<file path="src/rtl/br_enc_priority_encoder.sv">
// Lowest-set-bit priority encoder: reports whether any request bit is set and
// the binary index of the lowest one.
module br_enc_priority_encoder #(
    parameter  int NumRequesters = 2,
    localparam int IdxWidth      = $clog2(NumRequesters)
) (
    input  logic [NumRequesters-1:0] in,
    output logic                     out_valid,
    output logic [IdxWidth-1:0]      out_idx
);

    always_comb begin
        // NOTE: combinational logic uses blocking assignments with every output
        // defaulted first, so no path can hold a stale value and infer a latch.
        out_valid = |in;
        out_idx   = '0;
        // Scan downward so the lowest set index is the last (winning) write.
        for (int i = NumRequesters - 1; i >= 0; i--) begin
            if (in[i]) begin
                out_idx = IdxWidth'(i);
            end
        end
    end

endmodule

</file>
<file path="src/rtl/br_tracker_freelist.sv">
// Free-list tracker: hands out unique binary entry IDs lowest-index-first through
// a registered ready/valid stage and reclaims them on deallocation.
module br_tracker_freelist #(
    parameter  int NumEntries = 2,
    localparam int IdWidth    = $clog2(NumEntries),
    localparam int CountWidth = $clog2(NumEntries + 1)
) (
    input  logic                  clk,
    input  logic                  rst,
    input  logic                  alloc_ready,
    output logic                  alloc_valid,
    output logic [IdWidth-1:0]    alloc_entry_id,
    input  logic                  dealloc_valid,
    input  logic [IdWidth-1:0]    dealloc_entry_id,
    output logic [CountWidth-1:0] free_count
);

    if (NumEntries < 2) begin : g_bad_param
        $error("br_tracker_freelist: NumEntries must be >= 2");
    end

    logic [NumEntries-1:0] free_q, free_d;
    logic                  stage_valid_q, stage_valid_d;
    logic [IdWidth-1:0]    stage_id_q, stage_id_d;
    logic [CountWidth-1:0] count_q, count_d;

    logic               enc_valid;
    logic [IdWidth-1:0] enc_idx;
    logic               accept;
    logic               load;

    br_enc_priority_encoder #(
        .NumRequesters(NumEntries)
    ) u_prio_enc (
        .in       (free_q),
        .out_valid(enc_valid),
        .out_idx  (enc_idx)
    );

    assign accept = stage_valid_q && alloc_ready;
    assign load   = !stage_valid_q || accept;

    always_comb begin
        free_d        = free_q;
        stage_valid_d = stage_valid_q;
        stage_id_d    = stage_id_q;
        count_d       = count_q;

        // The encoder sees the pre-dealloc free_q, so a returned ID is never
        // staged on the edge that frees it.
        if (load) begin
            if (enc_valid) begin
                stage_valid_d   = 1'b1;
                stage_id_d      = enc_idx;
                free_d[enc_idx] = 1'b0;
            end else begin
                stage_valid_d = 1'b0;
            end
        end

        if (dealloc_valid && (int'(dealloc_entry_id) < NumEntries)) begin
            free_d[dealloc_entry_id] = 1'b1;
        end

        if (accept && !dealloc_valid) begin
            count_d = count_q - CountWidth'(1);
        end else if (!accept && dealloc_valid) begin
            count_d = count_q + CountWidth'(1);
        end
    end

    always_ff @(posedge clk) begin
        // NOTE: state flops use non-blocking assignments so every flop samples
        // its pre-edge inputs regardless of statement order.
        if (rst) begin
            // NOTE: free_q is a small bit-vector of flops, not a RAM, so resetting
            // it to all-free is cheap and required for correct restart.
            free_q        <= '1;
            stage_valid_q <= 1'b0;
            stage_id_q    <= '0;
            count_q       <= CountWidth'(NumEntries);
        end else begin
            free_q        <= free_d;
            stage_valid_q <= stage_valid_d;
            stage_id_q    <= stage_id_d;
            count_q       <= count_d;
        end
    end

    assign alloc_valid    = stage_valid_q;
    assign alloc_entry_id = stage_id_q;
    assign free_count     = count_q;

    // Integration and internal consistency checks (simulation only).
    always_ff @(posedge clk) begin
        if (!rst) begin
            if (dealloc_valid) begin
                assert (int'(dealloc_entry_id) < NumEntries)
                    else $error("dealloc_entry_id out of range");
                assert (!free_q[dealloc_entry_id])
                    else $error("dealloc of an already-free ID");
                assert (!(stage_valid_q && (stage_id_q == dealloc_entry_id)))
                    else $error("dealloc of the staged ID");
            end
            assert (!(stage_valid_q && free_q[stage_id_q]))
                else $error("staged ID still marked free");
            assert (count_q == CountWidth'($countones(free_q)) + CountWidth'(stage_valid_q))
                else $error("count_q inconsistent with free_q and stage");
            assert (!stage_valid_q || (int'(stage_id_q) < NumEntries))
                else $error("staged ID out of range");
        end
    end

    a_hold_stable: assert property (@(posedge clk) disable iff (rst)
        (alloc_valid && !alloc_ready) |=> (alloc_valid && $stable(alloc_entry_id)))
        else $error("alloc offer changed or dropped without acceptance");

endmodule

</file>
<file path="config.mk">
export PLATFORM = sky130hd
export DESIGN_NAME = br_tracker_freelist
export DESIGN_NICKNAME = d
export VERILOG_FILES = /design/src/rtl/br_enc_priority_encoder.sv /design/src/rtl/br_tracker_freelist.sv
export SDC_FILE = /design/constraint.sdc
export NUM_CORES = 1
export LEC_CHECK = 0
export CAP_MARGIN = 20
export CORE_AREA = 4 4 41 43
export DETAILED_ROUTE_END_ITERATION = 7
export DIE_AREA = 0 0 45 47
export GPL_ROUTABILITY_DRIVEN = 0
export SLEW_MARGIN = 20
export SYNTH_ARGS = -nofsm -noshare
export SYNTH_HDL_FRONTEND = slang
export SYNTH_SLANG_ARGS = --single-unit
</file>
<file path="constraint.sdc">
create_clock -name clk -period 1.2 [get_ports clk]
set_input_delay 0.12 -clock clk [delete_from_list [all_inputs] [get_ports clk]]
set_output_delay 0.12 -clock clk [all_outputs]
set_load 0.02 [all_outputs]
</file>
# Word level (Yosys, flattened, before mapping)
# Index checks and enable logic that the tools add are counted.
[word_totals] reg_bits=6 inputBits=5 out_inout_bits=4 word_cells=37
[op_classes] n_addsub=2 n_lt_le_gt_ge=4 mux=12 n_bitwise=3 reduce_logical=12
[op_table] op="$mux W2" n=5
[op_table] op="$logic_and A1 B1 Y1" n=5
[op_table] op="$mux W1" n=5
[op_table] op="$lt A1 B2 Y1 const B" n=2
[op_table] op="$logic_not A1 Y1" n=3
[op_table] op="$add A2 B1 Y2 const B" n=1
[op_table] op="$and A2 B2 Y2" n=1
[op_table] op="$demux W1 S1" n=2
[op_table] op="$ge A1 B1 Y1 const B" n=2
[op_table] op="$not A2 Y2" n=1
[op_table] op="$or A2 B2 Y2" n=1
[op_table] op="$reduce_and A2 Y1" n=1
[op_table] op="$reduce_bool A2 Y1" n=1
[op_table] op="$reduce_or A2 Y1" n=1
[op_table] op="$sub A2 B1 Y2 const B" n=1
[op_table] op="$logic_or A1 B1 Y1" n=1

# Longest topological paths before layout
[logic_depth] depth_word=12 depth_mapped=5 depth_no_buf=5

# Cells and area by module
# A second synthesis with hierarchy kept.
[unflattened] hier_cells=28 hier_area_um2=257.7
[modules_own_cells] mod="br_tracker_freelist" instances=1 cells_each=26 area_each_um2=245.2
[modules_own_cells] mod="br_enc_priority_encoder" instances=1 cells_each=2 area_each_um2=12.5

# Least setup slack after synthesis
# OpenSTA, ideal clock, no wires.
[synth_timing] path_type="register to register" startpoint="register stage_valid_q (netlist: alloc_valid)" endpoint="register count_q[1] (netlist: free_count[1])" t_arrival_ns=1.291 t_required_ns=1.073 setup_slack_ns=-0.218 stages_incl_launch_ff=5 n_path_buf=0 synth_period_minus_slack_ns=1.418 cell_sequence="dfxtp_1 > and2_1 > ha_1 > o21ai_1 > or3b_1"
[synth_between] elab_chain_cells=4 word_cells_on_any_way=6 cone_classes="1 x mux; 5 x reduce/logical"
[synth_rtl] item="start: declaration" line="br_tracker_freelist.sv:23" text="logic stage_valid_q, stage_valid_d;"
[synth_rtl] item="start signal: assignment" line="br_tracker_freelist.sv:84" text="stage_valid_q <= stage_valid_d;"
[synth_rtl] item="$logic_and A1 B1 Y1 (*)" line="br_tracker_freelist.sv:40" text="assign accept = stage_valid_q && alloc_ready;"
[synth_rtl] item="$logic_not A1 Y1" line="br_tracker_freelist.sv:67" text="end else if (!accept && dealloc_valid) begin"
[synth_rtl] item="$logic_and A1 B1 Y1" line="br_tracker_freelist.sv:67"
[synth_rtl] item="$reduce_bool A2 Y1 (no source line)"
[synth_rtl] item="end signal: assignment" line="br_tracker_freelist.sv:81" text="count_q <= CountWidth'(NumEntries);"
[synth_rtl] item="end signal: assignment" line="br_tracker_freelist.sv:86" text="count_q <= count_d;"
[synth_rtl] item="end: declaration" line="br_tracker_freelist.sv:25" text="logic [CountWidth-1:0] count_q, count_d;"
# Every way passes the cells marked *; elsewhere a longest branch is shown, timed or not.
# A chain may end at the register's enable or synchronous reset.

# Final worst setup path
# Ends and elaborated chain as after synthesis.

==> results.sh <==
export IMPL_drtPass1Iterations=3
export IMPL_cts_root_buf="clkbuf_4"
export IMPL_grt_pass1_wl_um=869
export IMPL_fin_worst_skew_ps=2.32
export IMPL_violations="setup timing"
export IMPL_synth_enable_flop_cells=0
export IMPL_synth_top_family_by_area="simple AND/OR/NAND/NOR gates"
export IMPL_fillers=149
export IMPL_leakage_uw=0.000183
export IMPL_die_y_um=47
export IMPL_grt_util_met2=0.0847
export IMPL_diodes=0
export IMPL_syn_area_um2=244
export IMPL_end_kind="flip-flop"
export IMPL_ys_seq_area_frac=0.492
export IMPL_synth_compound_area_share=0.154
export IMPL_placement_io_buffers=8
export IMPL_setup_violations=1
export IMPL_synth_fp_nets=32
export IMPL_synth_top_cells_by_count="dfxtp_1 (6), a21oi_1 (2), inv_1 (2), nor2_1 (2), nor3_1 (2)"
export IMPL_synth_top_area_cell="dfxtp_1"
export IMPL_nets=50
export IMPL_max_freq_mhz=772
export IMPL_cp_start_kind="flip-flop"
export IMPL_period_needed_ps=1290
export IMPL_antenna_found_initial=0
export IMPL_async_reset_ff_frac=0
export IMPL_cp_data_arrival_time_ps=1420
export IMPL_synthCells=26
export IMPL_clockBufferDepth=2
export IMPL_dp_hpwl_um=401
export IMPL_ir_drop_uv=400
export IMPL_powerDensity_mw_per_mm2=1320
export IMPL_ioPinCount=9
export IMPL_netlist_area_leader_share=0.492
export IMPL_vias_per_cell=4.19
export IMPL_start_util=0.188
export IMPL_synth_cell_types=17
export IMPL_relSlewSlack=0.862
export IMPL_grt_pass1_vias=220
export IMPL_critical_path_class="flip-flop to flip-flop"
export IMPL_routed_wl_um=525
export IMPL_grt_usage=0.0647
export IMPL_cts_buffers=3
export IMPL_clk_latency_ps=250
export IMPL_place_area_um2=397
export IMPL_cts_clk_slew_worst_paths_ps=50
export IMPL_ys_top_cells_by_area="dfxtp_1 (49%), ha_1 (5.1%), a21oi_1 (4.1%), a221o_1 (4.1%), nor3_1 (4.1%)"
export IMPL_area_delta_synth_final_pct=72.3
export IMPL_fp_coreArea_mm2=0.00130
export IMPL_worst_hold_path_type="input port to flip-flop"
export IMPL_final_util=0.323
export IMPL_drtIter0Drc=2
export IMPL_yosys_area_share_xor_xnor=0.0718
export IMPL_synthMuxAreaShare=0
export IMPL_ys_seq_elements=6
export IMPL_critical_path_required_ps=1330
export IMPL_fin_crit_sh=1.08
export IMPL_rsz0062_at_grt="true"
export IMPL_yosys_area_share_adder=0.0513
export IMPL_grt_overflow_total=0
export IMPL_cts_sinks=6
export IMPL_drt_wirelength_per_cell_um=9.21
export IMPL_status="finished, violations left"
export IMPL_ys_flop_type="dfxtp_1"
export IMPL_hold_violations=0
export IMPL_yosysWarnings=0
export IMPL_busiest_layer="met4"
export IMPL_syn_avg_cell_area_um2=9.38
export IMPL_fin_ws_ps=-94.5
export IMPL_dieWidth_um=45
export IMPL_final_max_slew_viol_count=0
export IMPL_route_detailed_drc=0
export IMPL_gr_usage_met1=0.0703
export IMPL_drive_gt1_frac=0.286
export IMPL_hold_buffers=0
export IMPL_synthMostInstantiatedCell="dfxtp_1"
export IMPL_crit_fanout=2
export IMPL_gr_usage_met3=0.0230
export IMPL_drv_cap=0
export IMPL_rows=13
export IMPL_cts_tree="done"
export IMPL_dieArea_mm2=0.00212
export IMPL_dr_total_vias=239
export IMPL_synthSimpleGateAreaFrac=0.200
export IMPL_fin_area_um2=420
export IMPL_grt_max_degree=6
export IMPL_drtAntennaViolNets=0
export IMPL_cts_max_level=1
export IMPL_worstMarginPinSlew_ps=208
-- per-stage QoR --
| stage | hold WS [ps] | cells | worst slack [ps] | power [uW] | TNS (ps) |
|---|---|---|---|---|---|
| global placement | 476 | 54 | -358 | 373 | -549 |
| detailed placement | 483 | 54 | -381 | 375 | -582 |
| CTS | 454 | 57 | -103 | 556 | -103 |
| global route | 471 | 57 | -154 | 591 | -154 |
| finish | 455 | 57 | -94.5 | 554 | -94.5 |
| floorplan | 185 | 26 | -116 | 305 | -116 |
-- worst paths after layout --
check	start	to	slack (ps)	cells after the start
worst max register to register	alloc_valid	free_count[1]	-90	5
worst min register to register	free_q[0]	alloc_entry_id	490	1
worst min-delay path	alloc_ready	alloc_entry_id	460	4
worst max-delay path	alloc_valid	free_count[1]	-90	5
-- logic make-up (layout without fill, tap and decap cells) --
family | Yosys count | count (layout)
compound gates | 6 | 6
xor+xnor | 2 | 2
fa+ha+maj | 1 | 1
buf+inv | 2 | 18
flops | 6 | 6
simple gates | 9 | 9
-- routing by layer --
layer | share of wire | vias up
met5 | 0 | -
met4 | 0.032 | 0
met3 | 0.097 | 2
met2 | 0.45 | 7
met1 | 0.42 | 107
li1 | - | 123
-- flip-flops by register name, indices dropped and copies added, names as in the netlist --
register and flops:
free_q 2, alloc_valid 1, free_count 2, alloc_entry_id 1
-- repair_timing --
action	in CTS	in global routing
setup buffers	0	0
resized for setup	5	1
endpoints found under the setup margin	5	1
pin swaps	0	0
-- cell type report --
type                    instances  area, um^2  area share
flip-flops and latches          6         121       0.289
inverters                       2        7.51      0.0179
repair buffers                 13         111       0.265
clock buffers                   3        22.5      0.0536
well taps                      15        18.8      0.0446
multi-input cells              18         139       0.330
-- worst max-delay path, stage by stage (launching register included) --
cell and delay, ps:
dfxtp_2 310, and2_4 130, ha_4 150, xnor2_2 130, o21ai_1 110, or3b_1 340
-- where the power goes --
| part | switching, uW | internal, uW | total (uW) |
|---|---|---|---|
| sequential | 16.0 | 220 | 236 |
| clock | 76.2 | 113 | 190 |
| combinational | 56.6 | 71.6 | 128 |
-- cells in the final DEF (no fill, tap or decap), types with 2 or more instances in the layout --
cell type / n
a21oi_1: 2
buf_4: 5
clkbuf_4: 3
clkdlybuf4s50_1: 3
dfxtp_1: 5
dlygate4sd2_1: 5
inv_1: 2
nor2_1: 2
nor3_1: 2
Power figures use the tool's default switching activity.
